==> src/rtl/branch_ctrl.sv <==
// branch_ctrl: resolves conditional branches against registered ALU flags,
// supplies absolute jump targets from a programmable LUT to the PC, squashes
// the wrong-path instruction after a taken branch and detects branch-to-self
// as program halt.
module branch_ctrl #(
    parameter int unsigned D = 8,   // PC / target width
    parameter int unsigned L = 4,   // target-LUT index width
    parameter int unsigned C = 16   // taken-branch counter width
) (
    input  logic         clk,
    input  logic         reset,
    input  logic [D-1:0] prog_ctr,
    input  logic         br_valid,
    input  logic [1:0]   br_cond,
    input  logic [L-1:0] br_idx,
    input  logic         flag_we,
    input  logic         zero_in,
    input  logic         neg_in,
    input  logic         lut_we,
    input  logic [L-1:0] lut_waddr,
    input  logic [D-1:0] lut_wdata,
    output logic         branch,
    output logic [D-1:0] target,
    output logic         flush,
    output logic         halt,
    output logic [C-1:0] taken_cnt
);

    localparam int unsigned DEPTH = 2 ** L;

    typedef enum logic [1:0] {
        ST_RUN    = 2'd0,
        ST_SHADOW = 2'd1,
        ST_HALT   = 2'd2
    } state_t;

    state_t         state_q, state_d;
    logic [D-1:0]   lut_q [DEPTH];
    logic           zero_q, neg_q;
    logic           flush_q, flush_d;
    logic           halt_q, halt_d;
    logic [C-1:0]   cnt_q, cnt_d;

    logic [D-1:0]   lut_rd;
    logic           z_eff, n_eff;
    logic           cond_ok;
    logic           take;
    logic           self_br;

    // Saturating increment: holds at all-ones instead of wrapping.
    function automatic logic [C-1:0] sat_inc(input logic [C-1:0] v);
        if (&v) begin
            return v;
        end
        return v + {{(C-1){1'b0}}, 1'b1};
    endfunction

    // Combinational LUT read; a same-cycle write is not visible until the next cycle.
    assign lut_rd = lut_q[br_idx];

    // A flag update in this cycle bypasses the flag registers.
    assign z_eff = flag_we ? zero_in : zero_q;
    assign n_eff = flag_we ? neg_in  : neg_q;

    // Condition code decode on the bypassed flags.
    always_comb begin
        cond_ok = 1'b0;
        case (br_cond)
            2'b00:   cond_ok = 1'b1;
            2'b01:   cond_ok = z_eff;
            2'b10:   cond_ok = ~z_eff;
            2'b11:   cond_ok = n_eff;
            default: cond_ok = 1'b0;
        endcase
    end

    // Only RUN may take a branch; SHADOW and HALT ignore br_valid.
    assign take    = br_valid & cond_ok & (state_q == ST_RUN);
    assign self_br = (lut_rd == prog_ctr);

    // Target LUT: cleared on reset, written on lut_we.
    always_ff @(posedge clk) begin
        if (reset) begin
            for (int i = 0; i < int'(DEPTH); i++) begin
                lut_q[i] <= '0;
            end
        end else if (lut_we) begin
            lut_q[lut_waddr] <= lut_wdata;
        end
    end

    // ALU flag registers, loaded on flag_we in every state.
    always_ff @(posedge clk) begin
        if (reset) begin
            zero_q <= 1'b0;
            neg_q  <= 1'b0;
        end else if (flag_we) begin
            zero_q <= zero_in;
            neg_q  <= neg_in;
        end
    end

    // FSM state register plus registered flush/halt/counter.
    always_ff @(posedge clk) begin
        if (reset) begin
            state_q <= ST_RUN;
            flush_q <= 1'b0;
            halt_q  <= 1'b0;
            cnt_q   <= '0;
        end else begin
            state_q <= state_d;
            flush_q <= flush_d;
            halt_q  <= halt_d;
            cnt_q   <= cnt_d;
        end
    end

    // Next-state logic: a taken branch opens a one-cycle shadow, branch-to-self halts.
    always_comb begin
        state_d = state_q;
        case (state_q)
            ST_RUN: begin
                if (take) begin
                    state_d = self_br ? ST_HALT : ST_SHADOW;
                end
            end
            ST_SHADOW: state_d = ST_RUN;
            ST_HALT:   state_d = ST_HALT;
            default:   state_d = ST_RUN;
        endcase
    end

    // Output logic: PC load request, target select and next values of registered outputs.
    always_comb begin
        branch  = 1'b0;
        target  = lut_rd;
        flush_d = (state_d != ST_RUN);
        halt_d  = (state_d == ST_HALT);
        cnt_d   = take ? sat_inc(cnt_q) : cnt_q;
        if (state_q == ST_HALT) begin
            // Reload the current PC forever so the program counter freezes.
            branch = ~reset;
            target = prog_ctr;
        end else begin
            branch = take & ~reset;
        end
    end

    assign flush     = flush_q;
    assign halt      = halt_q;
    assign taken_cnt = cnt_q;

endmodule

==> config.mk <==
export PLATFORM = sky130hd
export DESIGN_NAME = branch_ctrl
export DESIGN_NICKNAME = d
export VERILOG_FILES = /design/src/rtl/branch_ctrl.sv
export SDC_FILE = /design/constraint.sdc
export NUM_CORES = 1
export LEC_CHECK = 0
export ABC_AREA = 0
export BUFFER_PORTS_ARGS = -buffer_cell sky130_fd_sc_hd__buf_2
export CORE_MARGIN = 10
export CORE_UTILIZATION = 50
export DETAILED_ROUTE_END_ITERATION = 8
export GPL_TIMING_DRIVEN = 0
export PLACE_DENSITY = 0.69
export SYNTH_ARGS = -nofsm -noshare
export SYNTH_HDL_FRONTEND = slang
export SYNTH_SLANG_ARGS = --single-unit
==> constraint.sdc <==
create_clock -name clk -period 4.35 [get_ports clk]
set_input_delay 0.6525 -clock clk [delete_from_list [all_inputs] [get_ports clk]]
set_output_delay 0.6525 -clock clk [all_outputs]
set_load 0.02 [all_outputs]
# --- After elaboration in Yosys (flattened, before gate mapping) ---
# Memories as Yosys holds them, arrays and structs flattened.
# Cells that the tools add are included.
word_totals:
  input_bits: 33
  register_bits: 22
  output_inout_bits: 27
  wordCells: 44
  mem_count: 1
  ram_bits: 128
mem_list:
  columns: ["name", "depth", "width", "rd", "rd_ports_with_merged_regs", "wr", "line_no", "rtl"]
  rows:
  - ["lut_q", 16, 8, 1, 0, 16, "38", "logic [D-1:0] lut_q [DEPTH];"]
classes:
  eq_ne: 7
  bitwise_logic: 5
  reduce_logical: 6
  addsub: 1
  mux: 18
op_table:
  columns: ["cell", "count"]
  rows:
  - ["$add 16x1->16 const B", 1]
  - ["$mux 16", 1]
  - ["$mux 8", 2]
  - ["$reduce_and 16->1", 1]
  - ["$mux 1", 10]
  - ["$eq 2x2->1 const B", 4]
  - ["$eq 8x8->1", 1]
  - ["$reduce_or 8->1", 1]
  - ["$logic_not 2->1", 2]
  - ["$mux 2", 2]
  - ["$mux 4", 1]
  - ["$pmux 1 s4", 1]
  - ["$pmux 2 s2", 1]
  - ["$and 1x1->1", 3]
  - ["$eq 2x1->1 const B", 1]
  - ["$ne 2x2->1 const B", 1]
  - ["$not 1->1", 2]
  - ["$reduce_and 2->1", 1]
  - ["$reduce_bool 2->1", 1]

# --- Longest topological paths before layout ---
# Gate-level depths: netlist of run 1.
depth:
  depth_word: 8
  mapped_depth: 10

# --- Least setup slack after synthesis of run 1 ---
# No wires, ideal clock.
synth_path:
  path_type: "input -> output"
  start: "input port br_idx[3]"
  end: "output port target[4]"
  arrival_ns: 2.134
  stages: 7
  required_ns: 3.697
  path_slack_ns: 1.564
  cell_sequence: "buf_2 > buf_2 > buf_2 > mux4_2 > mux2i_1 > mux2i_1 > mux2_2"
synth_via:
  elab_chain_len: 2
synth_rtl:
  columns: ["element", "line_no", "rtl"]
  rows:
  - ["start: declaration", "15", "input logic [L-1:0] br_idx,"]
  - ["$mem_v2 16x8", null, null]
  - ["$mux 8", "140", "if (state_q == ST_HALT) begin"]
  - ["end: declaration", "23", "output logic [D-1:0] target,"]
# No other way between the ends.

# --- Worst setup path after layout of run 1 ---
layout_path:
  start: "input port br_idx[3]"
  end: "output port target[0]"
# The elaborated chain is that of the path after synthesis.

==> out/qor.txt, run 1 <==
Starting Density -> 51.7%
Max Cap Violations -> 0
CTS tree -> done
top_reg_cell synth -> edfxtp_1
CTS H-tree lvls -> 4
Worst-Skew Late Latency -> 420 ps
RSZ-0062 raised after global routing -> no
Post-DP HPWL -> 12600 um
initial antenna violation count -> 0
Gate Count Post-Synth -> 559
number of global-route vias before repair -> 4693
largest net degree at the start of global routing -> 17
DRC -> 0
Net Sw Frac -> 23.9%
Async SR Flop Fraction -> 0%
Hold Crit Depth -> 1
Worst-path clk slew -> 60 ps
CTS Sinks -> 150
routed len/inst -> 21.3 um
switching power -> 0.796 mW
filler instances -> 1153
post-CTS sizing -> 0
CP arrival -> 2920 ps
DR iter-0 viols -> 323
register area share after synthesis -> 59.0%
crit path capture type -> output port
EDFF count, synth -> 128
Final nets -> 669
Core Area -> 14000 um2
Synth area leader -> edfxtp_1
gr ovfl total -> 0
Cell Rows -> 43
Critical Path Start Type -> input pin
period utilization -> 82.1%
Worst Hold Class -> register to register
gr usage total -> 18.1%
hold_buf cts -> 0
layout cells sized above 1 -> 23.2%
Yosys reg bits -> 150
drt pass-1 iters -> 6
first-pass GRT wire length -> 26900 um
via density per instance -> 5.63
sequential cell area -> 4280 um2
Power Density -> 401 nW/um2
Pint -> 2.54 mW
synth top area cells -> edfxtp_1, and2_1, mux4_2
Final Wtd Congestion -> 0.891
share of the synthesized area in the top cell type -> 52.9%
Final Hold Fails -> 0
multi-input logic area -> 2830 um2
Max FO, Critical Path -> 10
total wire length -> 17600 um
synthesized area -> 7260 um2
# IOs -> 60
clock period minus final worst setup slack -> 3570 ps
Die Y -> 140 um
worst reg-to-reg path cell count -> 7
Final ANT Viol Nets -> 0
combinational fraction of design power -> 9.7%
Synth warnings -> 0
die area -> 19700 um2
clock share of power -> 40.7%
Setup Buffers After CTS -> 0
crit path kind -> input pin to output port
synthesized net count -> 593
commonest non-fill, non-tap cells in the layout -> and2_1, edfxtp_1, buf_2, nor2_1, mux2i_1
CTS root buf -> clkbuf_16
final core utilization -> 59.2%
Seq pwr share -> 49.6%
Mapped Avg Cell Area -> 13.0 um2
Buffers on Ports -> 57
Fin Clk Skew -> 8.40 ps
CTS Buffer Depth -> 2
Synth cell types -> 41
Layout area overhead -> 14.5%
Data required, critical path -> 3700 ps
clock buffer count from CTS -> 17
Slew headroom -> 25.5%
P_leak -> 3.08 nW
Worst Max-Slew Pin Slew -> 1110 ps
setup violators final -> 0
f_max -> 280 MHz
vias post-DR -> 4664
status -> finished, final reports clean
Setup TNS -> 0 ps
Die Wd -> 140 um
Slew Viols, Final -> 0
worst vdd ir -> 0.285 mV
## Yosys cell counts (all sizes together) (2+ instances only)
master,number
nand4bb,2
or2,18
a22oi,3
xnor2,15
nand4,7
nor4,5
o21ai,4
xor2,5
nand3,9
and4b,2
edfxtp,128
o211ai,3
o21a,2
clkbuf,16
a21oi,6
nor2,40
mux2i,35
and4,3
and2,128
buf,12
inv,5
nor2b,6
nand2,12
nor4b,2
o22ai,3
or3,3
nor3,14
nand3b,6
mux4,20
nand2b,5
mux2,13
dfxtp,22
## final cells by class
class | count | share of cell area, %
Antenna cell | 1 | 0.0301
Buffer | 28 | 1.58
Clock buffer | 19 | 5.21
Clock inverter | 12 | 1.26
Inverter | 5 | 0.226
Multi-Input combinational cell | 376 | 34.0
Sequential cell | 150 | 51.6
Tap cell | 180 | 2.71
Timing Repair Buffer | 57 | 3.43
## state kept, by name (all words and copies together) (netlist names)
| signal | flops |
|---|---|
| lut_q | 128 |
| taken_cnt | 16 |
| state_q | 2 |
| flush | 1 |
| halt | 1 |
| neg_q | 1 |
| zero_q | 1 |
## per-layer routing
metal / part of all wire (%) / wire length [um] / track usage, % / up-vias
li1: - / - / - / 2178
met1: 44 / 7720 / 23.0 / 2297
met2: 47 / 8270 / 28.1 / 165
met3: 7.1 / 1250 / 6.25 / 24
met4: 2.3 / 400 / 6.03 / 0
met5: 0 / 0 / 0 / -
## through the flow
stage	setup WS, ps	total power [mW]	hold slack (ps)	cell area, um2	std cells
6_report	777	3.34	523	8310	828
3_5_place_dp	745	2.01	513	7770	796
2_1_floorplan	1560	1.88	476	7260	559
3_3_place_gp	736	2.00	494	7770	796
5_1_grt	697	3.45	544	8310	827
4_1_cts	736	3.35	524	8310	827
## path summary, 6_finish.rpt
| check | slack (ps) | end | start |
|---|---|---|---|
| worst max-delay path | 780 | target[0] | br_idx[3] |
| worst min-delay path | 520 | state_q[1] | state_q[1] |
| worst max register to register | 2170 | state_q[0] | lut_q[11][7] |
| worst min register to register | 520 | state_q[1] | state_q[1] |
## power by group through the flow
stage	registers (mW)	clock network [mW]	logic, mW
floorplan	1.68	0	0.206
global placement	1.68	0	0.317
detailed placement	1.68	0	0.323
CTS	1.65	1.37	0.324
global route	1.66	1.44	0.348
finish	1.65	1.36	0.324
## worst max-delay path, stage by stage
cell     delay, ps
buf_2          270
buf_2          330
buf_2          360
mux4_2         350
mux2i_1        250
mux2i_1        230
mux2_2         310
buf_2          160
## cell families after synthesis
kind of cell / Yosys count / synth area share [%]
XOR/XNOR: 20 / 2.41
flip-flops: 150 / 59.0
AND/OR/NAND/NOR: 264 / 21.3
AO/OA/AOI/OAI: 23 / 2.02
adder cells (fa/ha/maj): 1 / 0.172
buffers and inverters: 33 / 2.07
multiplexers: 68 / 13.0
Note: power is estimated with default switching activity, not from simulation.
==> run 2, diff against run 1 <==
--- a/config.mk
+++ b/config.mk
@@ -11,7 +11,7 @@
 export CORE_UTILIZATION = 50
 export DETAILED_ROUTE_END_ITERATION = 8
 export GPL_TIMING_DRIVEN = 0
-export PLACE_DENSITY = 0.69
+export PLACE_DENSITY = 0.71
 export SYNTH_ARGS = -nofsm -noshare
 export SYNTH_HDL_FRONTEND = slang
 export SYNTH_SLANG_ARGS = --single-unit
==> constraint.sdc (replaced) <==
create_clock -name clk -period 2.9 [get_ports clk]
set_input_delay 0.435 -clock clk [delete_from_list [all_inputs] [get_ports clk]]
set_output_delay 0.435 -clock clk [all_outputs]
set_load 0.02 [all_outputs]
==> run 2 against run 1 <==
Clock power is 66% higher. Critical path depth stayed put. Non-clock buffer count stayed put. Cell count stayed put. Power is 57% higher. Wire length is 4.1% higher. Largest power group unchanged.
==> out/qor.txt, run 2 (synthesized netlist as in run 1, its figures left out) <==
status -> finished, final reports clean
total wire length -> 18400 um (+4.1%)
Setup Buffers After CTS -> 0 (unchanged)
Power Density -> 623 nW/um2 (+55%)
routed len/inst -> 22.2 um (+4.1%)
P_leak -> 3.13 nW (+1.7%)
Slew Viols, Final -> 0 (unchanged)
Worst-Skew Late Latency -> 420 ps (about the same)
filler instances -> 1120 (-2.9%)
Non-Filler Cell Area, Final -> 8390 um2 (+0.99%)
Post-DP HPWL -> 12900 um (+2.4%)
Die Wd -> 140 um (unchanged)
setup violators final -> 0 (unchanged)
Critical Path Start Type -> input pin
Worst Hold Class -> input pin to register
Cell Rows -> 43 (unchanged)
Buffers on Ports -> 57 (unchanged)
via density per instance -> 5.78 (+2.6%)
Final ANT Viol Nets -> 0 (unchanged)
gr ovfl total -> 0 (unchanged)
setup ws final -> 71.3 ps (-705 ps)
final antenna diode count -> 0 (-1)
initial antenna violation count -> 1 (+1)
sequential cell area -> 4280 um2 (unchanged)
CTS root buf -> clkbuf_16
clock buffer count from CTS -> 17 (unchanged)
crit path kind -> input pin to output port
largest net degree at the start of global routing -> 17 (unchanged)
Core Area -> 14000 um2 (unchanged)
CTS tree -> done
total power -> 5.23 mW (+57%)
CTS H-tree lvls -> 4 (unchanged)
Largest Register -> lut_q
Setup TNS -> 0 ps (unchanged)
Layout area overhead -> 15.6%
Max Cap Violations -> 0 (unchanged)
CP arrival -> 2390 ps (-530 ps)
f_max -> 354 MHz
DR iter-0 viols -> 381 (+18%)
gr usage total -> 18.4% (+0.38 points)
Die Y -> 140 um (unchanged)
period utilization -> 97.5%
Fin Clk Skew -> 5.75 ps (-2.65 ps)
DRC -> 0 (unchanged)
max reg flops -> 128 (unchanged)
die area -> 19700 um2 (unchanged)
number of global-route vias before repair -> 4820 (+2.7%)
Starting Density -> 51.7% (unchanged)
Worst Max-Slew Pin Slew -> 1160 ps (+52.1 ps)
RSZ-0062 raised after global routing -> no
final core utilization -> 59.8% (+0.59 points)
multi-input logic area -> 2830 um2 (+0.13%)
Max FO, Critical Path -> 10 (unchanged)
worst vdd ir -> 0.450 mV (+58%)
Final nets -> 669 (unchanged)
Final Hold Fails -> 0 (unchanged)
vias post-DR -> 4783 (+2.6%)
drt pass-1 iters -> 5 (-1)
clock period minus final worst setup slack -> 2830 ps
first-pass GRT wire length -> 27600 um (+2.4%)
# IOs -> 60 (unchanged)
Area after DPL -> 7770 um2 (unchanged)
crit path capture type -> output port
Data required, critical path -> 2470 ps (-1230 ps)
layout cells sized above 1 -> 23.5% (+0.27 points)
CTS Buffer Depth -> 2 (unchanged)
Slew headroom -> 22.0% (-3.5 points)
pre-CTS setup slack -> -254 ps (-999 ps)
Worst-path clk slew -> 60 ps (about the same)
CTS Sinks -> 150 (unchanged)
commonest non-fill, non-tap cells in the layout -> and2_1, edfxtp_1, buf_2, nor2_1, mux2i_1
Final Wtd Congestion -> 0.890 (-0.10%)
-- run 2: cell types whose count changed in the layout (fill, tap and decap cells not counted), sizes merged --
cell      change
inv           -1
clkinv        -2
diode         -1
clkinvlp      -4
clkbuf        +8
-- run 2: per-stage QoR --
stage	instances	hold slack [ps]
detailed placement	796	504
global route	828	359
global placement	796	494
CTS	828	299
finish	828	303
floorplan	559	476
-- run 2: final cells by class --
cell class                 instances  area share, %
sequential                       150           51.0
multi-input combinational        376           33.7
clock buffer                      27           6.57
timing repair buffer              57           3.40
tap                              180           2.68
buffer                            28           1.68
clock inverter                     5          0.686
inverter                           5          0.224
-- run 2: per-layer routing --
| metal | up-vias | GRT usage (%) | wire length [um] |
|---|---|---|---|
| met5 | - | 0 | 9 |
| met4 | 2 | 6.03 | 334 |
| met3 | 33 | 5.85 | 1390 |
| met2 | 194 | 30.8 | 9100 |
| met1 | 2370 | 22.0 | 7530 |
| li1 | 2184 | - | - |
-- run 2: worst max-delay path, cell delays in order --
cell and delay (ps):
buf_4 190, buf_4 240, buf_4 260, mux4_2 340, mux2i_1 220, mux2i_1 220
mux2_2 310, buf_2 160
-- run 2: what timing repair did --
action / CTS / global route
gates resized for setup: 3 / 5
pin swaps: 0 / 0
setup endpoints to repair: 4 / 5
hold buffers: 0 / 0
-- run 2: final timing paths --
| kind | startpoint | slack [ps] | to | cells after the start |
|---|---|---|---|---|
| worst max-delay path | br_idx[3] | 70 | target[4] | 8 |
| worst max register to register | lut_q[11][2] | 700 | state_q[0] | 7 |
| worst min register to register | zero_q | 510 | zero_q | 2 |
| worst min-delay path | zero_in | 300 | zero_q | 3 |
-- run 2: power by group --
part,switching [mW],total (mW),internal (mW)
Clock,0.855,2.26,1.40
Sequential,0.0362,2.48,2.45
Combinational,0.300,0.491,0.192
Total,1.19,5.23,4.04
==> run 3, diff against run 2 <==
--- a/config.mk
+++ b/config.mk
@@ -12,6 +12,7 @@
 export DETAILED_ROUTE_END_ITERATION = 8
 export GPL_TIMING_DRIVEN = 0
 export PLACE_DENSITY = 0.71
+export RECOVER_POWER = 100
 export SYNTH_ARGS = -nofsm -noshare
 export SYNTH_HDL_FRONTEND = slang
 export SYNTH_SLANG_ARGS = --single-unit
==> run 3 against run 2 <==
Register-to-register slack worse by 130 ps. Sequential share of layout area rose by 0.20 points. Critical path depth unchanged. Count of clock-buffer cells in the layout is the same.
==> out/qor.txt, run 3 (synthesized netlist as in run 1, its figures left out) <==
Final Wtd Congestion -> 0.890 (unchanged)
drt pass-1 iters -> 5 (unchanged)
Worst R2R End -> state_q[1]
Net Sw Frac -> 22.7% (-0.042 points)
Layout area overhead -> 15.2%
CTS H-tree lvls -> 4 (unchanged)
initial antenna violation count -> 1 (unchanged)
gr ovfl total -> 0 (unchanged)
min-delay src -> zero_in
Fin Clk Skew -> 7.38 ps (+1.63 ps)
crit path capture type -> output port
Die Wd -> 140 um (unchanged)
commonest non-fill, non-tap cell in the layout -> edfxtp_1
gr usage total -> 18.4% (unchanged)
total wire length -> 18300 um (-0.11%)
filler instances -> 1136 (+1.4%)
final antenna diode count -> 0 (unchanged)
Post-DP HPWL -> 12900 um (unchanged)
Starting Density -> 51.7% (unchanged)
Die Y -> 140 um (unchanged)
cells along the critical path -> buf_4 -> buf_4 -> buf_4 -> mux4_2 -> mux2i_1 -> mux2i_1 -> mux2_2 -> clkbuf_2
period utilization -> 97.3% (-0.19 points)
Final nets -> 669 (unchanged)
crit path kind -> input pin to output port
most frequent cell on the critical path -> buf_4
RSZ-0062 raised after global routing -> no
setup slack, reg-to-reg -> 570 ps (-130 ps)
Worst-path clk slew -> 60 ps (about the same)
routed len/inst -> 22.1 um (-0.11%)
vias post-DR -> 4727 (-1.2%)
hold_buf cts -> 0 (unchanged)
P_leak -> 2.91 nW (-6.9%)
total power -> 5.22 mW (-0.19%)
Max Cap Violations -> 0 (unchanged)
CTS Sinks -> 150 (unchanged)
Cell Rows -> 43 (unchanged)
Worst-Skew Late Latency -> 420 ps (about the same)
Buffers on Ports -> 57 (unchanged)
worst reg-to-reg path cell count -> 7 (unchanged)
worst vdd ir -> 0.450 mV (about the same)
Final Hold Fails -> 0 (unchanged)
largest net degree at the start of global routing -> 17 (unchanged)
Worst Hold Class -> input pin to register
Core Area -> 14000 um2 (unchanged)
setup violators final -> 0 (unchanged)
Critical Path Start Type -> input pin
CTS tree -> done
combinational fraction of design power -> 9.3% (about the same)
first-pass GRT wire length -> 27600 um (unchanged)
final core utilization -> 59.5% (-0.23 points)
commonest non-fill, non-tap cells in the layout -> edfxtp_1, and2_0, clkbuf_1, nor2_1, buf_2
Slew Viols, Final -> 0 (unchanged)
via density per instance -> 5.71 (-1.2%)
status -> finished, final reports clean
Hold Crit Depth -> 3 (unchanged)
clock share of power -> 43.1% (about the same)
DR iter-0 viols -> 403 (+5.8%)
multi-input logic area -> 2820 um2 (-0.22%)
WHS Endpoint -> zero_q
Pint -> 4.03 mW (-0.13%)
number of global-route vias before repair -> 4820 (unchanged)
Largest Register -> lut_q
Seq pwr share -> 47.6% (about the same)
sequential cell area -> 4280 um2 (unchanged)
DRC -> 0 (unchanged)
# IOs -> 60 (unchanged)
layout cells sized above 1 -> 17.6% (-5.9 points)
Worst Max-Slew Pin Slew -> 1250 ps (+92.2 ps)
clock buffer count from CTS -> 17 (unchanged)
Final ANT Viol Nets -> 0 (unchanged)
CTS Buffer Depth -> 2 (unchanged)
CP arrival -> 2390 ps (about the same)
Data required, critical path -> 2470 ps (about the same)
Max stage delay on crit path -> 340 ps (about the same)
Max FO, Critical Path -> 10 (unchanged)
CP max stage cell -> mux4_2
Slew headroom -> 15.8% (-6.2 points)
die area -> 19700 um2 (unchanged)
max reg flops -> 128 (unchanged)
CTS root buf -> clkbuf_16
f_max -> 354 MHz (+0.20%)
Power Density -> 625 nW/um2 (+0.20%)
clock period minus final worst setup slack -> 2820 ps (-5.62 ps)
WHS -> 306 ps (+3.36 ps)
RR Startpoint -> lut_q[11][5]
switching power -> 1.19 mW (-0.37%)
## run 3: cell types whose count changed in the layout (fill, tap and decap cells not counted)
cell	delta
or2_0	+16
clkbuf_2	+3
clkbuf_1	+21
buf_2	-24
or2_2	-16
and2_0	+95
nor4_1	+1
and2_1	-95
nor4_2	-1
## run 3: what timing repair did
| item | in CTS | in global routing |
|---|---|---|
| buffers inserted | 0 | 0 |
| setup endpoints to repair | 4 | 5 |
| resized for setup | 3 | 5 |
| pin swaps | 0 | 0 |
## run 3: how the worst max path moves through the flow
| stage | endpoint | from | slack [ps] | depth (start not counted) |
|---|---|---|---|---|
| floorplan | target[4] | br_idx[3] | 550 | 7 |
| global placement | target[0] | br_idx[3] | -260 | 8 |
| detailed placement | target[0] | br_idx[3] | -250 | 8 |
| CTS | target[3] | br_idx[2] | 5 | 9 |
| global route | target[6] | br_idx[0] | 2 | 7 |
| finish | target[4] | br_idx[3] | 80 | 8 |
## run 3: cell type report
class / count / share of cell area [%]
clock buffers: 27 / 6.60
flip-flops and latches: 150 / 51.2
inverters: 5 / 0.224
multi-input cells: 376 / 33.8
repair buffers: 57 / 3.11
plain buffers: 28 / 1.68
well taps: 180 / 2.69
clock inverters: 5 / 0.688
## run 3: per-stage QoR
step / instances / worst slack (ps) / TNS, ps / cell area (um2)
after CTS: 828 / 4.74 / 0 / 8390
after detailed placement: 796 / -254 / -1110 / 7770
after floorplan: 559 / 549 / 0 / 7260
after global routing: 828 / 1.99 / 0 / 8360
final: 828 / 76.9 / 0 / 8360
after global placement: 796 / -260 / -1000 / 7770
## run 3: power by group through the flow
stage / clock, mW / sequential (mW) / combinational, mW
2_1_floorplan: 0 / 2.51 / 0.308
3_3_place_gp: 0 / 2.52 / 0.474
3_5_place_dp: 0 / 2.53 / 0.486
4_1_cts: 2.25 / 2.48 / 0.491
5_1_grt: 2.35 / 2.49 / 0.520
6_report: 2.25 / 2.49 / 0.485
## run 3: metal layers
metal	vias to the layer above	global-route usage (%)	wire [um]
met1	2344	22.0	7620
li1	2184	-	-
met4	2	6.03	283
met2	173	30.8	8980
met5	-	0	9
met3	24	5.85	1450
## run 3: critical path, delay by kind of cell
kind                   cells  cell delay (ps)
buffers and inverters      4              850
muxes                      4             1090
